**src/rtl/trap_if.sv**
```systemverilog
// Trap controller bus: fault/irq sources and the fetch-side redirect outputs.
// The master drives the sources; the slave (trap_controller) drives the redirects.
interface trap_if #(
   parameter int ADDR_W  = 19,
   parameter int NUM_IRQ = 4
);
   logic               stall;
   logic               illegal_instr;
   logic               syscall;
   logic               arith_ovf;
   logic               eret;
   logic [NUM_IRQ-1:0] irq;
   logic               mask_we;
   logic [NUM_IRQ-1:0] mask_wdata;
   logic [ADDR_W-1:0]  epc_in;
   logic               exception;
   logic [ADDR_W-1:0]  handler_address;
   logic               ret_taken;
   logic [ADDR_W-1:0]  ret_target;
   logic [3:0]         cause;
   logic               in_handler;
   logic [NUM_IRQ-1:0] irq_ack;
   logic               double_fault;

   modport master (
      output stall, illegal_instr, syscall, arith_ovf, eret, irq, mask_we, mask_wdata, epc_in,
      input  exception, handler_address, ret_taken, ret_target, cause, in_handler, irq_ack,
             double_fault
   );
   modport slave (
      input  stall, illegal_instr, syscall, arith_ovf, eret, irq, mask_we, mask_wdata, epc_in,
      output exception, handler_address, ret_taken, ret_target, cause, in_handler, irq_ack,
             double_fault
   );
endinterface

```
**src/rtl/trap_controller.sv**
```systemverilog
// Exception/interrupt controller: prioritises faults and masked irqs, raises the
// trap redirect to fetch, saves the EPC, and redirects back on eret.
module trap_controller #(
   parameter int                ADDR_W   = 19,
   parameter int                NUM_IRQ  = 4,
   parameter logic [ADDR_W-1:0] VEC_BASE = 19'h7F000
) (
   input logic   clk,
   input logic   rst,
   trap_if.slave if_trap
);
   typedef enum logic [1:0] {S_RUN, S_ENTER, S_HANDLER, S_RETURN} state_t;

   state_t             r_state, w_next;
   logic [3:0]         r_cause;
   logic [ADDR_W-1:0]  r_haddr;
   logic [ADDR_W-1:0]  r_epc;
   logic [NUM_IRQ-1:0] r_mask;
   logic [NUM_IRQ-1:0] r_irq_ack;
   logic               r_first;
   logic               r_df;

   logic               w_sync;
   logic [NUM_IRQ-1:0] w_pend;
   logic [3:0]         w_cause;
   logic [ADDR_W-1:0]  w_vec;

   assign w_sync = if_trap.illegal_instr | if_trap.syscall | if_trap.arith_ovf;
   assign w_pend = if_trap.irq & r_mask;

   // Lower irq index wins, so scan downward and let the last hit stand.
   always_comb begin
      w_cause = 4'd0;
      if (if_trap.illegal_instr)  w_cause = 4'd1;
      else if (if_trap.syscall)   w_cause = 4'd2;
      else if (if_trap.arith_ovf) w_cause = 4'd3;
      else begin
         for (int i = NUM_IRQ - 1; i >= 0; i--)
            if (w_pend[i]) w_cause = 4'(8 + i);
      end
   end

   assign w_vec = VEC_BASE + ADDR_W'({w_cause, 2'b00});

   always_comb begin
      w_next = r_state;
      case (r_state)
         S_RUN:     if ((w_sync || (|w_pend)) && !if_trap.stall) w_next = S_ENTER;
         S_ENTER:   if (!if_trap.stall) w_next = S_HANDLER;
         S_HANDLER: if (if_trap.eret && !if_trap.stall) w_next = S_RETURN;
         S_RETURN:  if (!if_trap.stall) w_next = S_RUN;
         default:   w_next = S_RUN;
      endcase
   end

   always_ff @(posedge clk or negedge rst) begin
      if (!rst) begin
         r_state   <= S_RUN;
         r_cause   <= '0;
         r_haddr   <= '0;
         r_epc     <= '0;
         r_mask    <= '0;
         r_irq_ack <= '0;
         r_first   <= 1'b0;
         r_df      <= 1'b0;
      end else begin
         r_state <= w_next;
         if (r_state == S_RUN && w_next == S_ENTER) begin
            r_cause <= w_cause;
            r_haddr <= w_vec;
         end
         // Ack is registered, so it lands in the first HANDLER cycle.
         if (r_state == S_ENTER && !if_trap.stall && r_cause[3])
            r_irq_ack <= NUM_IRQ'(1) << r_cause[2:0];
         else
            r_irq_ack <= '0;
         r_first <= (r_state == S_ENTER) && !if_trap.stall;
         if (r_state == S_HANDLER && r_first) r_epc <= if_trap.epc_in;
         if (r_state == S_HANDLER && w_sync) r_df <= 1'b1;
         if (if_trap.mask_we) r_mask <= if_trap.mask_wdata;
      end
   end

   assign if_trap.exception       = (r_state == S_ENTER);
   assign if_trap.ret_taken       = (r_state == S_RETURN);
   assign if_trap.in_handler      = (r_state != S_RUN);
   assign if_trap.handler_address = r_haddr;
   assign if_trap.ret_target      = r_epc;
   assign if_trap.cause           = r_cause;
   assign if_trap.irq_ack         = r_irq_ack;
   assign if_trap.double_fault    = r_df;
endmodule

```
**src/flat_wrapper.sv**
```systemverilog
// flat-port wrapper written by rule: the top's interface ports become plain ports
module trap_controller_flat 
#(
   parameter int                ADDR_W   = 19,
   parameter int                NUM_IRQ  = 4,
   parameter logic [ADDR_W-1:0] VEC_BASE = 19'h7F000
)
  (clk, rst, if_trap_stall, if_trap_illegal_instr, if_trap_syscall, if_trap_arith_ovf, if_trap_eret, if_trap_irq, if_trap_mask_we, if_trap_mask_wdata, if_trap_epc_in, if_trap_exception, if_trap_handler_address, if_trap_ret_taken, if_trap_ret_target, if_trap_cause, if_trap_in_handler, if_trap_irq_ack, if_trap_double_fault);
  trap_if #(.ADDR_W(ADDR_W), .NUM_IRQ(NUM_IRQ)) if_trap_i ();
  input logic clk;
  input logic rst;
  input wire logic [$bits(if_trap_i.stall)-1:0] if_trap_stall;
  input wire logic [$bits(if_trap_i.illegal_instr)-1:0] if_trap_illegal_instr;
  input wire logic [$bits(if_trap_i.syscall)-1:0] if_trap_syscall;
  input wire logic [$bits(if_trap_i.arith_ovf)-1:0] if_trap_arith_ovf;
  input wire logic [$bits(if_trap_i.eret)-1:0] if_trap_eret;
  input wire logic [$bits(if_trap_i.irq)-1:0] if_trap_irq;
  input wire logic [$bits(if_trap_i.mask_we)-1:0] if_trap_mask_we;
  input wire logic [$bits(if_trap_i.mask_wdata)-1:0] if_trap_mask_wdata;
  input wire logic [$bits(if_trap_i.epc_in)-1:0] if_trap_epc_in;
  output wire logic [$bits(if_trap_i.exception)-1:0] if_trap_exception;
  output wire logic [$bits(if_trap_i.handler_address)-1:0] if_trap_handler_address;
  output wire logic [$bits(if_trap_i.ret_taken)-1:0] if_trap_ret_taken;
  output wire logic [$bits(if_trap_i.ret_target)-1:0] if_trap_ret_target;
  output wire logic [$bits(if_trap_i.cause)-1:0] if_trap_cause;
  output wire logic [$bits(if_trap_i.in_handler)-1:0] if_trap_in_handler;
  output wire logic [$bits(if_trap_i.irq_ack)-1:0] if_trap_irq_ack;
  output wire logic [$bits(if_trap_i.double_fault)-1:0] if_trap_double_fault;
  assign if_trap_i.stall = if_trap_stall;
  assign if_trap_i.illegal_instr = if_trap_illegal_instr;
  assign if_trap_i.syscall = if_trap_syscall;
  assign if_trap_i.arith_ovf = if_trap_arith_ovf;
  assign if_trap_i.eret = if_trap_eret;
  assign if_trap_i.irq = if_trap_irq;
  assign if_trap_i.mask_we = if_trap_mask_we;
  assign if_trap_i.mask_wdata = if_trap_mask_wdata;
  assign if_trap_i.epc_in = if_trap_epc_in;
  assign if_trap_exception = if_trap_i.exception;
  assign if_trap_handler_address = if_trap_i.handler_address;
  assign if_trap_ret_taken = if_trap_i.ret_taken;
  assign if_trap_ret_target = if_trap_i.ret_target;
  assign if_trap_cause = if_trap_i.cause;
  assign if_trap_in_handler = if_trap_i.in_handler;
  assign if_trap_irq_ack = if_trap_i.irq_ack;
  assign if_trap_double_fault = if_trap_i.double_fault;
  trap_controller #(.ADDR_W(ADDR_W), .NUM_IRQ(NUM_IRQ), .VEC_BASE(VEC_BASE)) u_core (.clk(clk), .rst(rst), .if_trap(if_trap_i));
endmodule
```
**config.mk**
```make
export PLATFORM = sky130hd
export DESIGN_NAME = trap_controller_flat
export DESIGN_NICKNAME = d
export VERILOG_FILES = /design/src/rtl/trap_if.sv /design/src/rtl/trap_controller.sv /design/src/flat_wrapper.sv
export SDC_FILE = /design/constraint.sdc
export NUM_CORES = 1
export LEC_CHECK = 0
export BUFFER_PORTS_ARGS = -buffer_cell sky130_fd_sc_hd__buf_2
export CAP_MARGIN = 15
export CORE_MARGIN = 10
export CORE_UTILIZATION = 47
export DETAILED_ROUTE_END_ITERATION = 16
export PLACE_DENSITY = 0.88
export SETUP_SLACK_MARGIN = 0.1
export SLEW_MARGIN = 10
export SYNTH_ARGS = -nofsm -noshare
export SYNTH_HDL_FRONTEND = slang
export SYNTH_SLANG_ARGS = --single-unit
```
**constraint.sdc**
```tcl
create_clock -name clk -period 3 [get_ports clk]
set_input_delay 0.3 -clock clk [delete_from_list [all_inputs] [get_ports clk]]
set_output_delay 0.3 -clock clk [all_outputs]
set_load 0.02 [all_outputs]
```
After elaboration in Yosys (flattened, before gate mapping)
Index checks and enable logic that the tools add are counted.
- register bits after elaboration: 54
- latch bits: 0
- RAM bits: 0
- memory bits (read-only): 0
- bits of input ports: 35
- output and inout bits: 50
- logic and storage cells: 42
- memories kept: 0
- $add $sub $neg: 1
- multiply operators: 0
- div/mod/pow operators: 0
- magnitude comparators: 0
- equality and inequality tests: 4
- shift operators: 1
- muxes and demuxes: 13
- bitwise logic cells: 3
- reductions and logical operators: 12
- operators with widths (cell ; number):
    4-bit 2-to-1 mux ; 8
    13-bit by 7-bit adder with 14-bit output (first input constant) ; 1
    2-bit 2-to-1 mux ; 4
    2-bit one-hot mux with 4 select lines ; 1
    1-bit logical AND ; 7
    4-bit AND ; 1
    2-bit by 1-bit equality test with 1-bit output (second input constant) ; 2
    2-bit equality test (second input constant) ; 2
    4-bit OR reduction ; 1
    1-bit by 3-bit left shift with 4-bit output (first input constant) ; 1
    2-bit logical NOT ; 1
    1-bit bitwise OR ; 2
    2-bit nonzero test ; 1
    1-bit logical NOT ; 1
    1-bit logical OR ; 1

Depth between registers and ports, before layout
Gate-level depths: netlist (run 1).
- word-level depth: 9
- gate-level depth with buffers: 4
- mapped depth without buffers: 4

Least setup slack after synthesis (run 1)
Ideal clock, no wire load.
- kind: reg-to-reg
- start point: reg u_core.r_state[1]
- end point: reg u_core.r_epc[10] (netlist: u_core.if_trap.ret_target[10])
- library setup time: 0.125 ns
- arrival: 1.264 ns
- required time: 2.875 ns
- path slack: 1.611 ns
- stages on the path, launching flop included: 5
- path buffers: 1
- cell sequence: dfrtp_1 and2b_1 nand2_2 buf_6 mux2_2
- word-level cells in the longest chain between the ends: 2
- RTL lines (what ; line ; RTL):
    start, declared ; trap_controller.sv:14 ; state_t r_state, w_next;
    start signal, assigned ; trap_controller.sv:67 ; r_state <= w_next;
    2-bit equality test ; trap_controller.sv:78 ; if (r_state == S_HANDLER && r_first) r_epc <= if_trap.epc_in;
    1-bit logical AND ; trap_controller.sv:78 ;
    end signal, assigned ; trap_controller.sv:78 ;
    end, declared ; trap_controller.sv:17 ; logic [ADDR_W-1:0] r_epc;
No other way between the ends.
A chain may end at the register's enable or synchronous reset.

Worst setup path in the final report (run 1)
- start point: reg u_core.r_state[1]
- end point: out if_trap_in_handler
- word-level cells in the longest chain between the ends: 1
- RTL lines (what ; line ; RTL):
    2-bit nonzero test ; trap_controller.sv:86 ; assign if_trap.in_handler = (r_state != S_RUN);
    end, declared ; flat_wrapper.sv:26 ; output wire logic [$bits(if_trap_i.in_handler)-1:0] if_trap_in_handler;
No other way between the ends.

==> parameters.txt, run 1 <==
Parameter                              Value

Floorplanning
  Top-Level Pins    85
  Standard-cell rows    20
  Starting Density    approximately half
  Die area    5970 um2
  Die extent in y    77.3 um
  Die X    ~77 um
  Core outline area    3100 um2

Clock network
  Clock tree from TritonCTS    built
  Clock transition time at the flip-flop clock pins of the worst setup and hold paths    about 0.1 ns
  Number of buffers inserted to repair setup after CTS    0
  Maximum number of buffers from clock root to sink    2
  Root Buffer    clkbuf_4
  Total CTS buffers    5
  Clock network latency to the later pin of the worst-skew pair    0.33 ns
  Count of cells resized by post-cts repair    0
  Number of levels in the clock H-tree    2
  Number of sinks on the clock net    35
  Cts-stage hold buffer count    0

Setup path
  Highest fanout seen on the critical path    7
  CP required    between 2 and 3 ns
  Worst setup path class    flip-flop to output pin
  Data arrival time of the critical path    1.25 ns
  Nature of the critical path endpoint    output pin
  Kind of start point of the critical path    flip-flop

Global routing
  Vias in the first global route    1136
  Pin count of the biggest net entering global routing    36
  Wire length of the first global-routing pass    roughly 5200 um
  Global-route usage over all layers    between 10% and 20%
  Antenna violations before repair    0
  Total overflow reported by the global router    0

Route
  First-pass iteration count of the detailed router    4
  Vias after detailed routing    ~1.1k
  Via count normalized by instance count    between 4 and 5
  Final Routed Wirelength    between 3000 and 4000 um
  Average wire length per cell after detail routing    roughly 14 um
  Antenna-violating nets left    0
  DRC violation total after the first TritonRoute iteration    27
  DRC violation count after routing    0

Power and ir drop
  Pwr per Cell Area    between 900 and 1000 nW/um2
  P_leak    roughly 0.95 nW
  Maximum VDD drop    roughly 360 uV
  Total Power Consumption    ~1.7 mW

Synthesis
  Count of yosys warnings during synthesis    0
  Syn_area_per_cell    around 13 um2
  Number of synthesized register bits    35
  Cell area after synthesis    between 1500 and 2000 um2
  Number of instances in the synthesized netlist    118
  Fraction of the yosys area taken by sequential cells    about 57%
  Count of cell types in the netlist    26

Placed design
  Last weighted congestion value of the routability-driven placer    roughly 0.75
  Count of input and output buffers    74
  Number of cells after detailed placement    approximately 230
  Detailed Place HPWL    2760 um

Final layout
  Post-layout instance count excluding filler cells    232
  Area Overhead vs Synth    23.4%
  # diodes    0
  Post-layout net count    approximately 220
  Layout filler cell count    269
  Share of the core filled with cells in the final layout    61.4%
  Fraction of layout instances using a drive strength above 1    57.4%

Timing
  Post-route setup TNS    0 ns
  Clock skew after layout    between 0.01 and 0.015 ns
  RSZ-0062 raised after global routing    false
  Minimum clock period after layout    around 1.5 ns
  Final cycle utilization of the critical path    between 50% and 60%
  Total count of max-transition violations in the final report    0
  Least-Margin Pin Slew    0.738 ns
  Total of endpoints with negative setup slack in the final report    0
  Final Hold Fails    0
  Max-Slew Margin vs Limit    50.8%
  Max Fclk    around 0.65 GHz

Status
  Run status    finished clean

Hold path
  Path class of the lowest-slack min-delay path    primary input to async pin

Flow run
  Max capacitance violation total    0
[path summary, 6_finish.rpt]
check	startpoint	end	slack, ns	cells past startpoint
setup / recovery	u_core.r_state[1]$_DFF_PN0_	if_trap_in_handler	1.45	2
hold / removal	rst	u_core.r_state[1]$_DFF_PN0_	0.03	1
setup reg to reg	u_core.r_state[1]$_DFF_PN0_	u_core.if_trap.ret_target[11]$_DFFE_PN0P_	1.46	3
hold reg to reg	u_core.if_trap.double_fault$_DFFE_PN0P_	u_core.if_trap.double_fault$_DFFE_PN0P_	0.46	1
max in group asynchronous	rst	u_core.if_trap.ret_target[10]$_DFFE_PN0P_	2.50	1
min in group clk	if_trap_illegal_instr	u_core.if_trap.cause[1]$_DFFE_PN0P_	0.19	2
[cell usage after synthesis]
master     n  area, um2
mux2_2    23        259
xnor2_1    1       8.76
nand2b_1   2       12.5
o31ai_4    1       21.3
conb_1     1       3.75
nor2b_1    3       18.8
nor3_1     3       15.0
nand3_1    1       5.00
a22o_1     2       17.5
buf_6      1       11.3
and4_1     1       8.76
nor2_1     4       15.0
o31ai_1    2       15.0
buf_4     19        143
and2b_1    1       7.51
nand2_2    1       6.26
nand2_1    7       26.3
a21o_1     1       7.51
and2_1     1       6.26
dfrtp_1   35        876
a21oi_1    2       10.0
o211ai_1   1       7.51
nor3b_1    2       15.0
or2_2      1       6.26
a211o_1    1       8.76
or3_4      1       11.3
[critical path, stage by stage (launching register included)]
cell	delay [ns]
dfrtp_1	0.45
or2_2	0.31
buf_2	0.16
[placed cells by master (no fill, tap or decap), drive strengths merged, types with 2 or more instances in the layout]
cell and instances:
nor2 4, mux2 23, nand2b 2, a21oi 2, nor3b 2, a22o 2, nand2 8, conb 10
nor3 3, dfrtp 35, o31ai 3, buf 74, nor2b 3, clkbuf 6
[sequential cells by signal (all words and copies together) (netlist names)]
register,cells
u_core.if_trap.cause,2
u_core.if_trap.double_fault,1
u_core.if_trap.handler_address,2
u_core.if_trap.irq_ack,4
u_core.if_trap.ret_target,19
u_core.r_first,1
u_core.r_mask,4
u_core.r_state,2
[per-layer routing]
layer  GRT usage, %  share of wire, %  vias up
li1               -                 -      518
met5              0                 0        -
met1           11.1                43      498
met3           8.74                15        5
met2           16.0                41       67
met4           3.28               1.1        0
[report_power, final]
part           leakage, nW  switching [mW]  total, mW  internal, mW
Combinational        0.499           0.438      0.744         0.306
Sequential           0.416           0.103      0.744         0.641
Clock               0.0341           0.140      0.249         0.108
Total                0.949           0.682       1.74          1.06
[cells by family after synthesis]
group                     share of synthesized area, %
xor gates and xnor gates                         0.568
muxes                                             16.8
DFF                                               56.8
other                                            0.243
AOI/OAI and AO/OA                                 5.68
and+or+nand+nor                                   9.98
buffers and inverters                             9.98
[stage by stage]
| stage | hold slack (ns) | setup WS [ns] | instance area (um2) |
|---|---|---|---|
| global route | 0.0532 | 1.37 | 1900 |
| global placement | 0.400 | 1.47 | 1850 |
| floorplan | 0.00441 | 1.61 | 1580 |
| finish | 0.0251 | 1.45 | 1900 |
| CTS | 0.0305 | 1.42 | 1900 |
| detailed placement | 0.403 | 1.44 | 1850 |
[area by class of cell]
cell class	count	area [um2]	area share [%]
Clock inverter	1	5.00	0.263
Sequential cell	35	876	46.0
Timing Repair Buffer	74	370	19.4
Clock buffer	6	51.3	2.69
Multi-Input combinational cell	72	547	28.7
Tap cell	44	55.1	2.89
Note: power is estimated with default switching activity, not from simulation.
==> run 2: changes to the inputs <==
CORE_UTILIZATION = 39   (was 47)
PLACE_DENSITY = 0.78   (was 0.88)
clock period = 1.29 ns   (was 3 ns; I/O delays follow)
==> run 2 against run 1 <==
The flow now finishes with violations (negative setup slack). Critical path depth rose by 3. Die area rose by 15%. Register-to-register slack lost 1.5 ns. Sequential power up 140%. Setup slack worse by 1.5 ns. Global-route usage is 1.1 points higher. Sequential share of layout area down 8.7 points. Critical path type is now flip-flop to flip-flop. Largest power group is now combinational cells.
==> parameters.txt, run 2 (synthesis results as in run 1) <==
Parameter                              Value

Route
  Via count normalized by instance count    4.77 (+1.6%)
  First-pass iteration count of the detailed router    4 (unchanged)
  Average wire length per cell after detail routing    16.5 um (+16%)
  Final Routed Wirelength    4340 um (+32%)
  Vias after detailed routing    1258 (+16%)
  DRC violation count after routing    0 (unchanged)
  Antenna-violating nets left    0 (unchanged)
  DRC violation total after the first TritonRoute iteration    47 (+74%)

Global routing
  Antenna violations before repair    0 (unchanged)
  Global-route usage over all layers    11.8% (+1.1 points)
  Pin count of the biggest net entering global routing    20 (-44%)
  Vias in the first global route    1360 (+20%)
  Met1 usage    11.9% (+0.78 points)
  Wire length of the first global-routing pass    6730 um (+30%)
  Met3 Track Usage GR    3.91% (-4.8 points)
  Total overflow reported by the global router    0 (unchanged)
  Met2 capacity usage during global routing    20.7% (+4.7 points)
  Highest-utilization routing layer at the global route stage    met2

Timing
  Clock skew after layout    0.00414 ns (-0.00684 ns)
  Minimum clock period after layout    approximately 1.4 ns
  Final Hold Fails    0 (unchanged)
  Post-route setup TNS    -1.06 ns (-1.06 ns)
  Max Fclk    roughly 0.73 GHz
  Total of endpoints with negative setup slack in the final report    25 (+25)
  RSZ-0062 raised after global routing    true
  Total count of max-transition violations in the final report    0 (unchanged)
  Worst hold margin    0.0774 ns (+0.0523 ns)
  Worst Slack Setup Final    -0.0712 ns (-1.52 ns)
  Final cycle utilization of the critical path    106%

Final layout
  # diodes    0 (unchanged)
  Most common library cell in the layout ignoring fill and taps    buf_2
  Largest register FFs    19 (unchanged)
  Fraction of layout instances using a drive strength above 1    67.6% (+10 points)
  Post-layout net count    251 (+13%)
  Area Overhead vs Synth    52.3%
  Layout filler cell count    313 (+16%)
  Most frequent cells in the layout    71 x buf_2, 35 x dfrtp_1, 19 x mux2_4

Setup path
  Worst setup path class    flip-flop to flip-flop
  Nature of the critical path endpoint    flip-flop
  Chain of cells forming the critical path    a22o_1, o31ai_4, buf_4, nand2_2, o31ai_2
  Kind of start point of the critical path    flip-flop
  Worst path max stage delay    0.40 ns (-0.05 ns)
  Highest fanout seen on the critical path    6 (-1)
  CP required    1.48 ns (-1.22 ns)
  Data arrival time of the critical path    1.55 ns (+0.30 ns)
  Crit path from    u_core.r_mask[2]$_DFFE_PN0P_
  Startpoint of the worst register-to-register path    u_core.r_mask[2]$_DFFE_PN0P_
  Slowest-stage cell, CP    dfrtp_1
  Reg-to-reg slack, setup    -0.07 ns (-1.53 ns)

Floorplanning
  Core outline area    3740 um2 (+21%)
  Die area    6870 um2 (+15%)
  Standard-cell rows    22 (+10%)
  Die X    82.9 um (+7.3%)
  Top-Level Pins    85 (unchanged)
  Die extent in y    82.9 um (+7.3%)
  Starting Density    41.2% (-8.5 points)

Power and ir drop
  Fraction of power consumed by the clock network    15.3% (+1.0 points)
  P_int    3.22 mW (+200%)
  P_leak    1.24 nW (+31%)
  Maximum VDD drop    1210 uV (+240%)
  Total Power Consumption    5.09 mW (+190%)
  Part of the power in combinational logic    49.7% (+6.9 points)
  Sw Share    36.9% (-2.3 points)
  Pwr per Cell Area    2170 nW/um2 (+140%)
  Psw    1.88 mW (+180%)
  Portion of total power attributed to sequential cells    35.0% (-7.8 points)

Clock network
  Clock transition time at the flip-flop clock pins of the worst setup and hold paths    0.07 ns (-0.03 ns)
  Clock tree from TritonCTS    built
  Maximum number of buffers from clock root to sink    2 (unchanged)
  Clock network latency to the later pin of the worst-skew pair    0.28 ns (-0.05 ns)
  Root Buffer    clkbuf_8
  Number of sinks on the clock net    35 (unchanged)
  Number of levels in the clock H-tree    2 (unchanged)
  Total CTS buffers    5 (unchanged)

Status
  Violations in the final reports    negative setup slack
  Run status    finished with violations

Flow run
  Max capacitance violation total    0 (unchanged)

Placed design
  Count of input and output buffers    74 (unchanged)
  Last weighted congestion value of the routability-driven placer    0.779 (+4.0%)
  Detailed Place HPWL    3200 um (+16%)

Hold path
  Path class of the lowest-slack min-delay path    primary input to flip-flop
  Launch point of the worst hold path    if_trap_epc_in[3]
==> run 2: cell types whose count changed in the layout (fill, tap and decap cells not counted), moves of 2 or more <==
cell and delta:
buf_12 +2, buf_2 -3, buf_4 +17, buf_6 +11, clkbuf_4 -5, clkbuf_8 +5, mux2_2 -19, mux2_4 +19
nand2_1 -2, nor3_1 -2, nor3_2 +2, nor3b_1 -2, nor3b_2 +2
==> run 2: worst max-delay path, delay by kind of cell, from the launching register on <==
family	cells	cell delay, ns
AOI/OAI and AO/OA	3	0.63
buffers and inverters	1	0.18
DFF	1	0.40
and+or+nand+nor	1	0.05
==> run 2: final cells by class <==
| type | count | area [um2] | area share [%] |
|---|---|---|---|
| Tap cell | 48 | 60.1 | 2.56 |
| Multi-Input combinational cell | 72 | 669 | 28.5 |
| Clock inverter | 1 | 5.00 | 0.213 |
| Sequential cell | 35 | 876 | 37.3 |
| Timing Repair Buffer | 102 | 657 | 28.0 |
| Clock buffer | 6 | 82.6 | 3.51 |
==> run 2: final timing paths <==
path                                                            end  cells past startpoint
max                             u_core.if_trap.cause[1]$_DFFE_PN0P_                      5
min                        u_core.if_trap.ret_target[3]$_DFFE_PN0P_                      2
max reg2reg                     u_core.if_trap.cause[1]$_DFFE_PN0P_                      5
min reg2reg                 u_core.if_trap.double_fault$_DFFE_PN0P_                      1
max in group asynchronous       u_core.if_trap.irq_ack[1]$_DFF_PN0_                      3
min in group asynchronous              u_core.r_mask[3]$_DFFE_PN0P_                      2
==> run 2: power by group through the flow <==
stage,clock network [mW],logic (mW),registers [mW]
2_1_floorplan,0,0.893,2.19
3_3_place_gp,0,2.08,1.73
3_5_place_dp,0,2.11,1.76
4_1_cts,0.803,2.48,1.76
5_1_grt,0.845,2.70,1.85
6_report,0.780,2.53,1.78
==> run 2: per-stage QoR <==
stage | cells | util (%) | setup slack [ns] | instance area, um2
finish | 264 | 62.8 | -0.0712 | 2350
global route | 264 | 62.8 | -0.151 | 2350
CTS | 262 | 61.6 | -0.107 | 2300
detailed placement | 248 | 55.1 | -0.117 | 2060
global placement | 248 | 55.1 | -0.0610 | 2060
floorplan | 127 | - | -0.0550 | 1620
==> run 2: metal layers <==
| metal | routed length (um) | share of wire [%] |
|---|---|---|
| met1 | 1610 | 37 |
| met2 | 2330 | 54 |
| met3 | 291 | 6.7 |
| met4 | 110 | 2.5 |
| met5 | 0 | 0 |
==> run 2: what timing repair did <==
| action | CTS | global route |
|---|---|---|
| resized for setup | 28 | 7 |
| endpoints found under the setup margin | 28 | 31 |
| hold buffers | 1 | 0 |
| pin swaps | 4 | 5 |
| setup buffers | 6 | 2 |
| endpoints found under the hold margin | 16 | 0 |
